`config.mk`:
```
export PLATFORM = sky130hd
export DESIGN_NAME = bcd_serial_adder_ctrl
export DESIGN_NICKNAME = d
export VERILOG_FILES = /design/src/rtl/bcd_serial_adder_ctrl.sv
export SDC_FILE = /design/constraint.sdc
export NUM_CORES = 1
export LEC_CHECK = 0
export BUFFER_PORTS_ARGS = -buffer_cell sky130_fd_sc_hd__buf_4
export CAP_MARGIN = 20
export CORE_ASPECT_RATIO = 0.9
export CORE_MARGIN = 2
export CORE_UTILIZATION = 25
export DETAILED_ROUTE_END_ITERATION = 8
export MAX_ROUTING_LAYER = met4
export PLACE_DENSITY = 0.52
export SYNTH_ARGS = -nofsm -noshare
export SYNTH_HDL_FRONTEND = slang
export SYNTH_SLANG_ARGS = --single-unit
```
`constraint.sdc`:
```
create_clock -name clk -period 3.5 [get_ports clk]
set_clock_uncertainty 0.1 [all_clocks]
set_input_delay 0.35 -clock clk [delete_from_list [all_inputs] [get_ports clk]]
set_output_delay 0.35 -clock clk [all_outputs]
set_load 0.05 [all_outputs]
```
`src/rtl/bcd_serial_adder_ctrl.sv`:
```
// Digit-serial packed-BCD add/subtract sequencer. One shared single-digit
// BCD adder core is fed one digit per clock, least-significant digit first,
// and the decimal carry ripples through carry_q between digits.
//
// Handshake: a request is taken when start=1 at a clock edge while the unit
// is idle (busy=0); start is ignored, not queued, while busy=1. done is a
// one-cycle pulse; result/carry_out/neg/err are valid from done onwards and
// hold until the next accepted request.
module bcd_serial_adder_ctrl #(
  parameter int DIGITS = 4,
  localparam int W  = 4 * DIGITS,
  localparam int IW = (DIGITS > 1) ? $clog2(DIGITS) : 1
) (
  input  logic         clk,
  input  logic         rst_n,
  input  logic         start,
  input  logic         op_sub,
  input  logic [W-1:0] op_a,
  input  logic [W-1:0] op_b,
  output logic [3:0]   core_a,
  output logic [3:0]   core_b,
  output logic         core_cin,
  input  logic [3:0]   core_s,
  input  logic         core_cout,
  output logic         busy,
  output logic         done,
  output logic [W-1:0] result,
  output logic         carry_out,
  output logic         neg,
  output logic         err,
  output logic [1:0]   dbg_state_o
);

  typedef enum logic [1:0] {
    S_IDLE = 2'd0,
    S_RUN  = 2'd1,
    S_DONE = 2'd2
  } state_e;

  state_e         state_q, state_d;
  logic [IW-1:0]  idx_q, idx_d;
  logic [W-1:0]   a_q, a_d;
  logic [W-1:0]   b_q, b_d;
  logic           sub_q, sub_d;
  logic           carry_q, carry_d;
  logic [W-1:0]   result_q, result_d;
  logic           carry_out_q, carry_out_d;
  logic           neg_q, neg_d;
  logic           err_q, err_d;
  logic [3:0]     dig_a, dig_b;
  logic           last_digit;

  // True when any 4-bit digit of v is outside 0..9.
  function automatic logic has_bad_digit(input logic [W-1:0] v);
    has_bad_digit = 1'b0;
    for (int i = 0; i < DIGITS; i++) begin
      if (v[4*i +: 4] > 4'd9) has_bad_digit = 1'b1;
    end
  endfunction

  // Select the current digit of each latched operand.
  always_comb begin
    dig_a = 4'd0;
    dig_b = 4'd0;
    for (int i = 0; i < DIGITS; i++) begin
      if (idx_q == IW'(i)) begin
        dig_a = a_q[4*i +: 4];
        dig_b = b_q[4*i +: 4];
      end
    end
  end

  assign last_digit = (idx_q == IW'(DIGITS - 1));

  // Core drive: only meaningful in RUN, held at zero otherwise.
  always_comb begin
    core_a   = 4'd0;
    core_b   = 4'd0;
    core_cin = 1'b0;
    if (state_q == S_RUN) begin
      core_a   = dig_a;
      core_b   = sub_q ? (4'd9 - dig_b) : dig_b;
      core_cin = carry_q;
    end
  end

  // Next-state and datapath update for the sequencer.
  always_comb begin
    state_d     = state_q;
    idx_d       = idx_q;
    a_d         = a_q;
    b_d         = b_q;
    sub_d       = sub_q;
    carry_d     = carry_q;
    result_d    = result_q;
    carry_out_d = carry_out_q;
    neg_d       = neg_q;
    err_d       = err_q;
    unique case (state_q)
      S_IDLE: begin
        if (start) begin
          a_d   = op_a;
          b_d   = op_b;
          sub_d = op_sub;
          err_d = 1'b0;
          if (has_bad_digit(op_a) || has_bad_digit(op_b)) begin
            err_d       = 1'b1;
            result_d    = '0;
            carry_out_d = 1'b0;
            neg_d       = 1'b0;
            state_d     = S_DONE;
          end else begin
            carry_d = op_sub;
            idx_d   = '0;
            state_d = S_RUN;
          end
        end
      end
      S_RUN: begin
        for (int i = 0; i < DIGITS; i++) begin
          if (idx_q == IW'(i)) result_d[4*i +: 4] = core_s;
        end
        carry_d = core_cout;
        if (last_digit) begin
          // Final carry is captured here so it is already valid while done is high.
          carry_out_d = core_cout;
          neg_d       = sub_q & ~core_cout;
          idx_d       = '0;
          state_d     = S_DONE;
        end else begin
          idx_d = idx_q + IW'(1);
        end
      end
      S_DONE: begin
        state_d = S_IDLE;
      end
      default: begin
        state_d = S_IDLE;
      end
    endcase
  end

  // State and datapath registers, cleared asynchronously.
  always_ff @(posedge clk or negedge rst_n) begin
    if (!rst_n) begin
      state_q     <= S_IDLE;
      idx_q       <= '0;
      a_q         <= '0;
      b_q         <= '0;
      sub_q       <= 1'b0;
      carry_q     <= 1'b0;
      result_q    <= '0;
      carry_out_q <= 1'b0;
      neg_q       <= 1'b0;
      err_q       <= 1'b0;
    end else begin
      state_q     <= state_d;
      idx_q       <= idx_d;
      a_q         <= a_d;
      b_q         <= b_d;
      sub_q       <= sub_d;
      carry_q     <= carry_d;
      result_q    <= result_d;
      carry_out_q <= carry_out_d;
      neg_q       <= neg_d;
      err_q       <= err_d;
    end
  end

  assign busy        = (state_q != S_IDLE);
  assign done        = (state_q == S_DONE);
  assign result      = result_q;
  assign carry_out   = carry_out_q;
  assign neg         = neg_q;
  assign err         = err_q;
  assign dbg_state_o = state_q;

endmodule

```
==> metrics list <==
- Unrepaired setup endpoints after global routing: no
- After synthesis, the share of flip-flops with an asynchronous set or reset is 100%.
* Post-CTS Setup Bufs: 0
- The synthesized netlist occupies a cell area of 0.00274 mm2.
- Wire length after detailed routing: around 7.2 mm
* Clock slew at the register clock pins of the worst setup and hold paths: 0.05 ns
- Number of instances resized during post-cts repair: 0
* Synthesized Nets: 305
- Number of detailed-routing iterations run before antenna repair: 6
* Post-cts hold buffer count: 0
- DRC violation count after routing: 0
* Sort of element at the start of the critical path: flip-flop
- Buffers placed on the I/O ports in this run total 72.
* Number of buffers and inverters on the critical path: 2
- The top cell types in the final layout, fill and taps aside, are 73 x sky130_fd_sc_hd__buf_4, 57 x sky130_fd_sc_hd__dfrtp_1, 43 x sky130_fd_sc_hd__nand2_1, 25 x sky130_fd_sc_hd__mux2_2, 19 x sky130_fd_sc_hd__o21ai_0.
- Deepest clock path buffer count: 2
* Period utilisation layout: 92.2%
- Entering global routing, the biggest net connects between 50 and 60 pins.
- Clock sink count: 57
* Number of nets at the end of the flow: ~380
- For the worst setup path, the data arrival time is 2.78 ns.
* Final setup fails: 0
- Slew at the pin closest to its max-slew limit: 0.761 ns
- Type of destination of the critical path: primary output
- Counting cells, the worst reg-to-reg path comes to 4.
* Post-Synthesis Mean Instance Area: 10.6 um2
* ANT nets after route: 0
* Number of buffers created by CTS: 9
- Layout overhead on the synthesized area: 33.2%
- Number of placed I/O pins: 73
- The floorplan step set the die height to 103 um.
- Max_cap viols: 0
* DR iter-0 viols: 83
- The checks that failed: hold timing.
* Gr usage total: 13.5%
* Wire length of the first global-routing pass: 11.6 mm
* Slowest stage cell on the critical path: sky130_fd_sc_hd__dfrtp_1
- Most frequently used flop master after synthesis: sky130_fd_sc_hd__dfrtp_1
* Warning count from the yosys run: 0
- Sequential elements use 52.0% of the synthesized area.
- CP Data Required Time: approximately 3.1 ns
- Width of the die: between 100 and 150 um
* Core region area: 0.0108 mm2
* Maximum ir drop on the vdd rail: approximately 0.00023 V
* Antenna diode count: 0
* Worst Hold Class: input pin to async pin
- By startpoint and endpoint, the worst setup path is classified as flip-flop to primary output.
- For this design the static power due to leakage is 1.65 nW.
* Number of synthesized register bits: 57
* Total negative slack: 0 ns
* Vias per inst: 4.69
* Tightest hold margin: -0.00586 ns
* Routed wirelength normalized by instance count: 15.4 um
- Clock tree from TritonCTS: built
- Antenna violations before repair: 0
* Power density over cell area: between 500 and 600 mW/mm2
- Counting buffers and inverters, the worst setup path is 10 cells deep.
- Final-report max-slew violation count: 0
- Counting distinct cell types in the post-synthesis netlist gives 41.
* Post-detail-place hpwl: 5.35 mm
* Placement row count: 36
- Fraction of final layout cells with drive strength greater than 1: 35.2%
- Measured against its own limit, the worst slew margin works out to about 49%.
* Most common cell after layout, fill and taps aside: sky130_fd_sc_hd__buf_4
* Via count of the first global-routing pass: 2,126
- After global routing the overflow that remains totals 0.
- Along the worst path, the maximum fanout reaches 6.
- Highest clock frequency the design can meet: a little over 300 MHz
- Critical path, cell by cell: inv_1 -> ha_1 -> nor2b_1 -> a221oi_1 -> o31a_1 -> ha_1 -> nand2_1 -> a21oi_1 -> nor3b_1 -> buf_4
- # H-tree levels: 3
- Final Hold Viols: 5
- Number of enable flip-flop cells after synthesis: 0
- Post-layout min period: ~3.2 ns
* Clk root buf: sky130_fd_sc_hd__clkbuf_16
- The floorplan step defined a die boundary enclosing about 0.012 mm2.
* Starting density of the core: 25.5%
- The most numerous cell type found on the critical path is sky130_fd_sc_hd__ha_1.
- Cell family with most CP delay: simple AND/OR/NAND/NOR gates
- Via total after detailed routing: between 2k and 2.5k
- Status: finished, violations left
- GPL Wtd Cong: roughly 0.76
- Clock latency on the worst-skew pair: 0.32 ns
- Post-synthesis cell count: 259
- CP peak stage delay: 0.43 ns
[cells in the mapped netlist (3+ instances only)]
library cell	n	share of area, %
sky130_fd_sc_hd__inv_1	14	1.9
sky130_fd_sc_hd__a21oi_1	14	2.6
sky130_fd_sc_hd__a22o_1	5	1.6
sky130_fd_sc_hd__nor2_1	6	0.82
sky130_fd_sc_hd__nor3_1	3	0.55
sky130_fd_sc_hd__a221o_1	3	1.1
sky130_fd_sc_hd__ha_1	5	2.3
sky130_fd_sc_hd__buf_2	4	0.73
sky130_fd_sc_hd__o21ai_1	9	1.6
sky130_fd_sc_hd__nor2b_1	4	0.91
sky130_fd_sc_hd__and2_1	3	0.68
sky130_fd_sc_hd__mux2_2	25	10
sky130_fd_sc_hd__a211o_1	4	1.3
sky130_fd_sc_hd__buf_4	3	0.82
sky130_fd_sc_hd__o31ai_1	3	0.82
sky130_fd_sc_hd__o21ai_0	19	3.5
sky130_fd_sc_hd__dfrtp_1	57	52
sky130_fd_sc_hd__a221oi_1	5	1.6
sky130_fd_sc_hd__nor3b_1	4	1.1
sky130_fd_sc_hd__nand2_1	43	5.9
[registers in the layout, indices dropped and copies added, names as in the netlist, 2 cells and up]
| name | count |
|---|---|
| a_q | 16 |
| b_q | 16 |
| dbg_state_o | 2 |
| idx_q | 2 |
| result | 16 |
[cells by family (layout without fill, tap and decap cells)]
group / after synthesis / count (layout) / synth area share, %
AND/OR/NAND/NOR: 74 / 74 / 13.5
AO/OA/AOI/OAI: 70 / 70 / 16.7
flip-flops: 57 / 57 / 52.0
buffers and inverters: 27 / 103 / 4.97
multiplexers: 26 / 26 / 10.6
adder cells (fa/ha/maj): 5 / 5 / 2.28
[through the flow]
step | std cells | setup WS, ns | util [%] | power [W] | cell area [um2]
after CTS | 468 | 0.241 | 33.9 | 0.00185 | 3650
final | 468 | 0.273 | 33.9 | 0.00183 | 3650
after floorplan | 259 | 0.207 | - | 0.000936 | 2740
after global placement | 452 | 0.701 | 31.3 | 0.00104 | 3370
after global routing | 468 | 0.0102 | 33.9 | 0.00192 | 3650
after detailed placement | 452 | 0.590 | 31.3 | 0.00104 | 3370
[layer usage]
metal	wire, um	track usage [%]	vias to the layer above
met1	3430	17.6	1082
li1	-	-	1057
met5	0	-	-
met3	275	4.60	8
met4	106	3.56	0
met2	3420	20.2	48
[path summary, 6_finish.rpt]
| kind | startpoint | endpoint | slack (ns) |
|---|---|---|---|
| min reg2reg | neg$_DFFE_PN0P_ | neg$_DFFE_PN0P_ | 0.40 |
| min | rst_n | a_q[2]$_DFFE_PN0P_ | -0.006 |
| max in group asynchronous | rst_n | result[6]$_DFFE_PN0P_ | 2.82 |
| max reg2reg | idx_q[0]$_DFFE_PN0P_ | neg$_DFFE_PN0P_ | 1.17 |
| max | idx_q[0]$_DFFE_PN0P_ | core_b[3] | 0.27 |
| min in group clk | op_b[8] | b_q[8]$_DFFE_PN0P_ | 0.14 |
[area by class of cell]
cell class / instances / area, um2
Clock buffer: 14 / 264
Inverter: 14 / 52.6
Tap cell: 133 / 166
Timing Repair Buffer: 73 / 548
Fill cell: 1095 / 7110
Clock inverter: 2 / 12.5
Multi-Input combinational cell: 175 / 1180
Sequential cell: 57 / 1430
[power breakdown]
part           internal [W]  switching [W]
sequential         0.000728      0.0000426
combinational      0.000120       0.000137
clock              0.000516       0.000283
(Power assumes the default switching activity.)
